`config.mk`:
```
export PLATFORM = sky130hd
export DESIGN_NAME = rate_counter_hex
export DESIGN_NICKNAME = d
export VERILOG_FILES = /design/src/rtl/rate_counter_hex.sv
export SDC_FILE = /design/constraint.sdc
export NUM_CORES = 1
export LEC_CHECK = 0
export CORE_ASPECT_RATIO = 0.5
export CORE_MARGIN = 2
export CORE_UTILIZATION = 40
export CTS_BUF_LIST = sky130_fd_sc_hd__clkbuf_8
export CTS_CLUSTER_DIAMETER = 100
export DETAILED_ROUTE_END_ITERATION = 16
export PLACE_DENSITY_LB_ADDON = 0.08
export RECOVER_POWER = 25
export SLEW_MARGIN = 20
export SYNTH_ARGS = -nofsm -noshare
export SYNTH_HDL_FRONTEND = slang
export SYNTH_SLANG_ARGS = --single-unit
```
`constraint.sdc`:
```
create_clock -name CLOCK_50 -period 3 [get_ports CLOCK_50]
set_input_delay 0.3 -clock CLOCK_50 [delete_from_list [all_inputs] [get_ports CLOCK_50]]
set_output_delay 0.3 -clock CLOCK_50 [all_outputs]
set_load 0.05 [all_outputs]
```
`src/rtl/rate_counter_hex.sv`:
```
// rate_counter_hex: rate-divided hex counter with 7-seg outputs; RATE_COUNTER_BCD_EN selects decimal digits
module rate_counter_hex #(
  parameter int DIGITS    = 2,
  parameter int RATE_BASE = 50000000,
  parameter int RATE_W    = 28
) (
  input  logic                  CLOCK_50,
  input  logic                  clear_b,
  input  logic [1:0]            mode,
  input  logic                  enable,
  input  logic                  up,
  input  logic                  load,
  input  logic [4*DIGITS-1:0]   load_val,
  output logic                  tick,
  output logic [4*DIGITS-1:0]   count,
  output logic                  wrap,
  output logic [7*DIGITS-1:0]   HEX
);
  localparam int W = 4*DIGITS;
  localparam logic [15:0][6:0] SEG = {
    7'h0E, 7'h06, 7'h21, 7'h46, 7'h03, 7'h08, 7'h10, 7'h00,
    7'h78, 7'h02, 7'h12, 7'h19, 7'h30, 7'h24, 7'h79, 7'h40
  };
  logic [RATE_W-1:0] div;
  logic [1:0]        mode_q;
  logic [W-1:0]      step_val;
  logic [W-1:0]      load_fix;
  logic              step_wrap;
  function automatic logic [RATE_W-1:0] term(input logic [1:0] m);
    return m == 2'd0 ? '0 : RATE_W'((RATE_BASE << (m - 2'd1)) - 1);
  endfunction
  always_ff @(posedge CLOCK_50) begin
    if (clear_b) begin
      div    <= term(mode);
      mode_q <= mode;
      tick   <= 1'b0;
      count  <= '0;
      wrap   <= 1'b0;
    end else begin
      mode_q <= mode;
      div    <= (mode != mode_q || div == '0) ? term(mode) : div - RATE_W'(1);
      tick   <= mode == mode_q && div == '0;
      count  <= load ? load_fix : (tick & enable) ? step_val : count;
      wrap   <= !load & tick & enable & step_wrap;
    end
  end
`ifdef RATE_COUNTER_BCD_EN
  // c[k] is the carry/borrow into digit k; c[DIGITS] set means every digit rolled over
  logic [DIGITS:0] c;
  assign c[0] = 1'b1;
  for (genvar k = 0; k < DIGITS; k++) begin : g_bcd
    logic [3:0] d;
    logic [3:0] lv;
    assign d  = count[4*k +: 4];
    assign lv = load_val[4*k +: 4];
    assign step_val[4*k +: 4] = !c[k] ? d :
                                up ? (d == 4'd9 ? 4'd0 : d + 4'd1) :
                                     (d == 4'd0 ? 4'd9 : d - 4'd1);
    assign c[k+1] = c[k] & (up ? d == 4'd9 : d == 4'd0);
    assign load_fix[4*k +: 4] = lv > 4'd9 ? 4'd0 : lv;
  end
  assign step_wrap = c[DIGITS];
`else
  assign step_val  = count + {{(W-1){~up}}, 1'b1};
  assign step_wrap = up ? &count : ~|count;
  assign load_fix  = load_val;
`endif
  for (genvar k = 0; k < DIGITS; k++) begin : g_hex
    assign HEX[7*k +: 7] = SEG[count[4*k +: 4]];
  end
endmodule

```
==> impl_metrics.tcl, run 1 <==
set metrics [dict create \
    status "finished clean" \
    hp-class "flip-flop to flip-flop" \
    crit_slowest_cell "or4_1" \
    synth-edff-count 0 \
    utilization_pct 53.1 \
    r2r_cells 11 \
    clock_skew_ps 15.5 \
    netlist_top_cells_count "dfxtp_1 (54), a21oi_1 (34), ha_1 (28), nor2_1 (27), inv_1 (26)" \
    drv_slew 0 \
    r2r_slack_ps 220 \
    antenna_found_initial 0 \
    placed_cells 535 \
    h-tree-depth 2 \
    fin_hold_ws_ps 492 \
    relSlewSlack_pct 60.4 \
    hpwlAfterDp_mm 6.07 \
    num_rows 22 \
    grt_max_degree 18 \
    worstPathMaxFanout 6 \
    synth_top_area_share_pct 33.8 \
    yosys.area.top_type "dfxtp_1" \
    ys_warn_count 0 \
    path_class "flip-flop to flip-flop" \
    cellLeakagePower_nw 1.69 \
    ios 39 \
    p_per_area_mw_per_mm2 454 \
    final_layout_size_suffix_gt1_share_pct 12.6 \
    grt_pass1_wl_mm 12.8 \
    syn_area_mm2 0.00319 \
    yosys_register_bits 54 \
    max_freq_mhz 360 \
    synthTopCellsByArea "dfxtp_1 (34%), ha_1 (11%), xnor2_1 (6.0%)" \
    rsz0062_at_grt "no" \
    grt_remaining_overflow 0 \
    vias_per_cell 5.31 \
    die_h_um 67.2 \
    gp_congestion 0.901 \
    cts_tree "done" \
    endpoint_kind "flip-flop" \
    setup_viol 0 \
    grt_use_total_pct 18.9 \
    first_pass_iters 4 \
    drt-total-wl_mm 7.88 \
    grt_pass1_vias 2798 \
    cp.arrival_ps 2990 \
    synth_most_common_cell "dfxtp_1" \
    routedWlPerCell_um 14.5 \
    cts_made_buffers 5 \
    finalCritPeriodShare_pct 92.6 \
    post_cts_resized 0 \
    power_mw 1.82 \
    start_util_pct 42.4 \
    cts_sinks 54 \
    final_nets 478 \
    irDropWorstVdd_v 0.000237 \
    pre_cts_ws_ps -332 \
    path_cells "inv_1, fa_1, nor2b_2, o221a_2, a211oi_2, o21bai_1, nand2b_1, buf_4, ha_1, or4_1, o211a_1" \
    ys_seq_area_share_pct 33.8 \
    hp-start "div[0]" \
    ant_nets 0 \
    clockRootBuffer "clkbuf_8" \
    critical_path_required_ps 3220 \
    io_buffers 38 \
    tightestPinTransition_ps 591 \
    area_delta_synth_final_pct 25.3 \
    via_count 2886 \
    hold_depth 1 \
    final-instance-count-excl-fill 543 \
    r2r_end "HEX[10]" \
    netlist_instances 372 \
    final_cell_area_mm2 0.00400 \
    hold-path-endpoint "div[0]" \
    design.core.area_mm2 0.00754 \
    placedInstanceArea_mm2 0.00390 \
    synth-async-reset-ratio_pct 0 \
    clock_latency_ps 330 \
    die_w_um 130 \
    max_cap_violations 0 \
    finalCriticalPeriod_ps 2780 \
    hold_buffers 0 \
    synth_fp_nets 416 \
    post_cts_buffers 0 \
    clockBufferDepth 2 \
    drc 0 \
    die_area_mm2 0.00876 \
    hold_viol_final 0 \
    crit_path_start_kind "flip-flop" \
    r2r_start "count[1]" \
    cp_slowest_stage_delay_ps 510 \
    setup_ws_ps 221 \
    clkTransAtPathRegs_ps 110 \
    diodes 0 \
    tns_ps 0 \
    synth_cell_types 54 \
    syn_avg_cell_area_um2 8.59 \
    drt_iter0_drc 162 \
    synthFlopType "dfxtp_1" \
]
## worst max-delay path by stage
| stage | start | cells after the start | endpoint | slack, ps |
|---|---|---|---|---|
| after floorplan | count[2] | 12 | HEX[7] | 30 |
| after global placement | up | 14 | HEX[7] | -200 |
| after detailed placement | up | 14 | HEX[7] | -330 |
| after CTS | up | 12 | HEX[10] | 10 |
| after global routing | count[1] | 11 | HEX[10] | 80 |
| final | count[1] | 11 | HEX[10] | 220 |
## logic make-up (layout without fill, tap and decap cells)
family          after synthesis  after routing  share of synthesized area (%)
simple gates                120            120                           19.8
compound gates               88             88                           18.2
flops                        54             54                           33.8
buf+inv                      42            105                           5.01
xor+xnor                     30             30                           8.23
fa+ha+maj                    29             29                           11.6
mux                           9              9                           3.29
## where the power goes
group          internal (mW)  switching (mW)  total [mW]
sequential             0.785          0.0533       0.839
clock                  0.191           0.262       0.453
combinational          0.216           0.308       0.524
total                   1.19           0.623        1.82
## worst max-delay path: cells and delay by family, from the launching register on
| kind | cells | cell delay, ps |
|---|---|---|
| simple gates | 3 | 880 |
| compound gates | 4 | 580 |
| fa+ha+maj | 2 | 590 |
| buf+inv | 2 | 250 |
| flops | 1 | 390 |
## state kept, by name (all words and copies together), names as in the netlist
signal	cells
HEX	14
tick	1
div	28
mode_q	2
count	8
wrap	1
## area by class of cell
class	count	area [um^2]
Fill cell	706	3540
Multi-Input combinational cell	276	1970
Sequential cell	54	1080
Timing Repair Buffer	70	616
Tap cell	108	135
Inverter	27	101
Clock buffer	6	82.6
Clock inverter	2	17.5
## cell usage in the layout (no fill, tap or decap), drive strengths merged, types with 4 or more instances in the layout
master	n
or4	4
xnor2	22
mux2i	6
clkbuf	8
ha	28
o22ai	6
nor2	27
inv	26
nor4	11
nand3	10
nor3	12
or3	8
a21oi	35
dlygate4sd3	14
a21o	6
dfxtp	54
o21ai	5
clkdlybuf4s50	23
and2	5
nor2b	4
a211oi	4
xor2	8
a31oi	6
nand4	9
nand2	17
buf	30
## layer usage
layer / vias to the layer above / wire [um] / GRT usage (%)
met4: 0 / 156 / 7.05
met3: 16 / 324 / 4.12
met5: - / 0 / 0
met1: 1347 / 3660 / 22.7
li1: 1453 / - / -
met2: 70 / 3740 / 34.2
Note: power is estimated with default switching activity, not from simulation.
==> inputs of run 2 (changes only) <==
--- a/config.mk
+++ b/config.mk
@@ -5,7 +5,6 @@
 export SDC_FILE = /design/constraint.sdc
 export NUM_CORES = 1
 export LEC_CHECK = 0
-export CORE_ASPECT_RATIO = 0.5
 export CORE_MARGIN = 2
 export CORE_UTILIZATION = 40
 export CTS_BUF_LIST = sky130_fd_sc_hd__clkbuf_8
==> run 2 against run 1 <==
Against the previous run:
- clock-buffer cell count stayed put
- total power is 1.4% lower
- cell count is 0.37% higher
- routed wire length is 2.0% lower
- non-clock buffer count is 8 higher
- combinational power is 2% higher
- global-route usage is 0.30 points lower
- sequential power hardly changed
- die area is 0.49% lower
- critical path type unchanged
- critical endpoint is now HEX[7]
==> impl_metrics.tcl, run 2 (synthesis results as in run 1) <==
set metrics [dict create \
    status "finished clean" \
    tns_ps 0 \
    final_layout_size_suffix_gt1_share_pct 15.3 \
    path_cells "inv_1, fa_1, nor2b_2, o221a_2, a211oi_2, o21bai_1, nand2b_1, buf_4, ha_1, nor4_1, mux2_2, a211oi_1" \
    ios 39 \
    setup_viol 0 \
    grt_remaining_overflow 0 \
    intPower_mw 1.20 \
    final_nets 486 \
    h-tree-depth 2 \
    crit_slowest_cell "fa_1" \
    via_count 2865 \
    clock_power_share_pct 23.2 \
    drt_iter0_drc 106 \
    die_h_um 93.4 \
    clkTransAtPathRegs_ps 100 \
    clock_skew_ps 6.86 \
    first_pass_iters 4 \
    clockBufferDepth 2 \
    cts_tree "done" \
    grt_pass1_vias 2768 \
    drc 0 \
    cp_slowest_stage_delay_ps 410 \
    hp-class "flip-flop to flip-flop" \
    clockRootBuffer "clkbuf_8" \
    antenna_found_initial 0 \
    irDropWorstVdd_v 0.000296 \
    diodes 0 \
    critical_path_required_ps 3170 \
    power_switching_mw 0.595 \
    relSlewSlack_pct 59.4 \
    die_w_um 93.4 \
    utilization_pct 52.8 \
    drt-total-wl_mm 7.73 \
    design.core.area_mm2 0.00773 \
    endpoint_kind "flip-flop" \
    start_util_pct 41.3 \
    clock_latency_ps 300 \
    hp-start "div[0]" \
    grt_max_degree 18 \
    largest_reg_flops 28 \
    r2r_start "count[1]" \
    ant_nets 0 \
    final_common_cell "dfxtp_1" \
    crit_path_start_kind "flip-flop" \
    vias_per_cell 5.26 \
    routedWlPerCell_um 14.2 \
    drv_slew 0 \
    finalCriticalPeriod_ps 2710 \
    hold_buffers 0 \
    crit_start "count[1]" \
    gp_congestion 0.829 \
    switching_share_pct 33.2 \
    cp.arrival_ps 2890 \
    worstPathMaxFanout 6 \
    num-fill-cells 723 \
    regMostFlops "div" \
    max_cap_violations 0 \
    num_rows 32 \
    cts_made_buffers 5 \
    io_buffers 38 \
    rsz0062_at_grt "no" \
    final_cell_mix "dfxtp_1 (52), buf_4 (39), a21oi_1 (34)" \
    die_area_mm2 0.00872 \
    cts_sinks 54 \
    tightestPinTransition_ps 607 \
    max_freq_mhz 368 \
    cellLeakagePower_nw 1.74 \
    finalCritPeriodShare_pct 90.5 \
    comb_power_share_pct 30.0 \
    area_delta_synth_final_pct 27.8 \
    hold_viol_final 0 \
    grt_pass1_wl_mm 13.2 \
    grt_use_total_pct 18.6 \
    p_per_area_mw_per_mm2 438 \
    hpwlAfterDp_mm 5.89 \
    power_frac_seq_pct 46.8 \
    path_class "flip-flop to flip-flop" \
]
-- run 2: cell types whose count changed in the layout (fill, tap and decap cells not counted), sizes merged --
cell           previous run  this run
buf                      30        39
clkbuf                    8         7
clkdlybuf4s50            23        21
clkinv                    3         2
dlygate4sd3              14        16
inv                      26        27
-- run 2: timing repair --
item,in CTS,in global routing
resized for setup,1,9
setup endpoints to repair,1,4
pin swaps,0,1
buffers inserted,0,2
-- run 2: path summary, 6_finish.rpt --
path	to	slack [ps]	cells after the start
max	HEX[7]	290	12
min	div[0]	480	1
max reg2reg	HEX[7]	290	12
min reg2reg	div[0]	480	1
-- run 2: layout make-up --
cell class / instances / area, um^2 / share of cell area, %
Tap cell: 102 / 128 / 3.12
Clock buffer: 6 / 82.6 / 2.02
Inverter: 27 / 101 / 2.48
Multi-Input combinational cell: 276 / 2000 / 49.0
Sequential cell: 54 / 1080 / 26.5
Clock inverter: 2 / 8.76 / 0.214
Timing Repair Buffer: 78 / 679 / 16.6
-- run 2: power by group through the flow --
stage / clock (mW) / sequential [mW] / combinational [mW]
2_1_floorplan: 0 / 0.952 / 0.245
3_3_place_gp: 0 / 0.854 / 0.529
3_5_place_dp: 0 / 0.857 / 0.531
4_1_cts: 0.435 / 0.840 / 0.534
5_1_grt: 0.463 / 0.849 / 0.589
6_report: 0.415 / 0.839 / 0.536
-- run 2: per-layer routing --
metal,vias up,share of wire [%],track usage (%)
met2,34,47,31.2
met4,0,0.76,4.66
met1,1351,50,25.5
met5,-,0,0
met3,6,2.5,2.34
li1,1474,-,-
-- run 2: metrics by stage --
stage | power, mW | hold WS (ps) | setup slack (ps) | cell area (um^2) | cells
2_1_floorplan | 1.20 | 328 | 26.2 | 3200 | 372
3_3_place_gp | 1.38 | 457 | -216 | 3930 | 535
3_5_place_dp | 1.39 | 462 | -323 | 3930 | 535
4_1_cts | 1.81 | 485 | 18.1 | 4030 | 543
5_1_grt | 1.90 | 514 | 136 | 4080 | 545
6_report | 1.79 | 480 | 285 | 4080 | 545
-- run 2: critical path: cells and delay by family, from the launching register on --
kind	cells	cell delay, ps
DFF	1	390
and+or+nand+nor	3	680
AOI/OAI and AO/OA	4	480
muxes	1	200
adders and majority gates	2	600
buffers and inverters	2	230
==> inputs of run 3 (changes only) <==
--- a/config.mk
+++ b/config.mk
@@ -12,6 +12,7 @@
 export DETAILED_ROUTE_END_ITERATION = 16
 export PLACE_DENSITY_LB_ADDON = 0.08
 export RECOVER_POWER = 25
+export SKIP_CTS_REPAIR_TIMING = 1
 export SLEW_MARGIN = 20
 export SYNTH_ARGS = -nofsm -noshare
 export SYNTH_HDL_FRONTEND = slang
==> run 3 against run 2 <==
Against the previous run:
- design area increased by 0.12%
- via count decreased by 0.52%
- non-clock buffer count unchanged
- critical endpoint is now HEX[10]
- routed wire length increased by 0.30%
- flip-flop and latch count unchanged
- first-iteration DRC count increased by 38%
==> impl_metrics.tcl, run 3 (synthesis results as in run 1) <==
set metrics [dict create \
    status "finished clean" \
    clockRootBuffer "clkbuf_8" \
    path_class "input port to flip-flop" \
    final_nets 486 \
    num_rows 32 \
    clockBufferDepth 2 \
    grt_pass1_wl_mm 13.1 \
    max_cap_violations 0 \
    worstPathMaxFanout 6 \
    first_pass_iters 4 \
    placedInstanceArea_mm2 0.00393 \
    clkTransAtPathRegs_ps 100 \
    drt_iter0_drc 146 \
    antenna_found_initial 0 \
    power_mw 1.79 \
    irDropWorstVdd_v 0.000297 \
    hold_viol_final 0 \
    setup_viol 0 \
    grt_remaining_overflow 0 \
    cts_tree "done" \
    routedWlPerCell_um 14.2 \
    diodes 0 \
    die_w_um 93.4 \
    crit_path_start_kind "input port" \
    drt-total-wl_mm 7.75 \
    final_common_cell "dfxtp_1" \
    die_h_um 93.4 \
    cts_sinks 54 \
    clock_skew_ps 7.23 \
    hp-class "flip-flop to flip-flop" \
    p_per_area_mw_per_mm2 439 \
    tightestPinTransition_ps 601 \
    die_area_mm2 0.00872 \
    cp.arrival_ps 3070 \
    fin_hold_ws_ps 480 \
    finalCritPeriodShare_pct 95.6 \
    vias_per_cell 5.23 \
    cts_made_buffers 5 \
    path_cells "clkdlybuf4s50_1, inv_2, ha_2, buf_4, a21o_1, a31oi_2, a211o_1, nand3_1, o21a_1, and2_1, ha_1, or4_1, o211a_1" \
    max_freq_mhz 349 \
    via_count 2850 \
    start_util_pct 41.3 \
    relSlewSlack_pct 59.8 \
    finalCriticalPeriod_ps 2870 \
    largest_reg_flops 28 \
    design.core.area_mm2 0.00773 \
    ant_nets 0 \
    h-tree-depth 2 \
    critical_path_required_ps 3200 \
    regMostFlops "div" \
    final_cell_area_mm2 0.00409 \
    hpwlAfterDp_mm 5.89 \
    final_cell_mix "dfxtp_1 (52), buf_4 (40), a21oi_1 (34)" \
    io_buffers 38 \
    crit_slowest_cell "clkdlybuf4s50_1" \
    utilization_pct 52.9 \
    final-instance-count-excl-fill 545 \
    cellLeakagePower_nw 1.73 \
    final_layout_size_suffix_gt1_share_pct 16.0 \
    grt_pass1_vias 2773 \
    endpoint_kind "flip-flop" \
    drv_slew 0 \
    drc 0 \
    grt_max_degree 18 \
    ios 39 \
    clock_latency_ps 300 \
    placed_cells 535 \
    gp_congestion 0.829 \
    grt_use_total_pct 18.6 \
    area_delta_synth_final_pct 28.0 \
    cp_slowest_stage_delay_ps 510 \
]
[run 3: cell count changes in the layout (fill, tap and decap cells not counted), sizes merged]
cell / change
dlymetal6s2s: -1
clkbuf: -1
clkdlybuf4s50: +1
buf: +1
[run 3: worst paths after layout]
check	startpoint	slack [ps]	to	depth (start not counted)
min reg2reg	div[0]	480	div[0]	1
max reg2reg	count[3]	340	HEX[10]	11
min	div[0]	480	div[0]	1
max	up	130	HEX[10]	13
[run 3: cell type report]
| class | count | area (um^2) |
|---|---|---|
| Clock buffer | 6 | 82.6 |
| Clock inverter | 2 | 8.76 |
| Fill cell | 722 | 3640 |
| Inverter | 27 | 101 |
| Multi-Input combinational cell | 276 | 2000 |
| Sequential cell | 54 | 1080 |
| Tap cell | 102 | 128 |
| Timing Repair Buffer | 78 | 681 |
[run 3: metrics by stage]
step | TNS [ps] | worst slack (ps)
final | 0 | 133
after CTS | -21.1 | -21.1
after detailed placement | -1180 | -323
after floorplan | 0 | 26.2
after global placement | -805 | -216
after global routing | -27.1 | -18.6
[run 3: power by group]
part	switching (mW)	total [mW]	internal (mW)	leakage (nW)
logic	0.309	0.537	0.228	1.22
registers	0.0535	0.839	0.785	0.450
clock network	0.234	0.418	0.184	0.0524
[run 3: critical path: cells and delay by family]
kind / cells / cell delay (ps)
simple gates: 3 / 800
fa+ha+maj: 2 / 420
buf+inv: 3 / 750
compound gates: 5 / 790
[run 3: per-layer routing]
metal / vias to the layer above / wire, um / track usage, %
met1: 1334 / 3810 / 25.2
met4: 0 / 68 / 4.66
met3: 7 / 216 / 2.34
met5: - / 0 / 0
li1: 1472 / - / -
met2: 37 / 3660 / 31.2
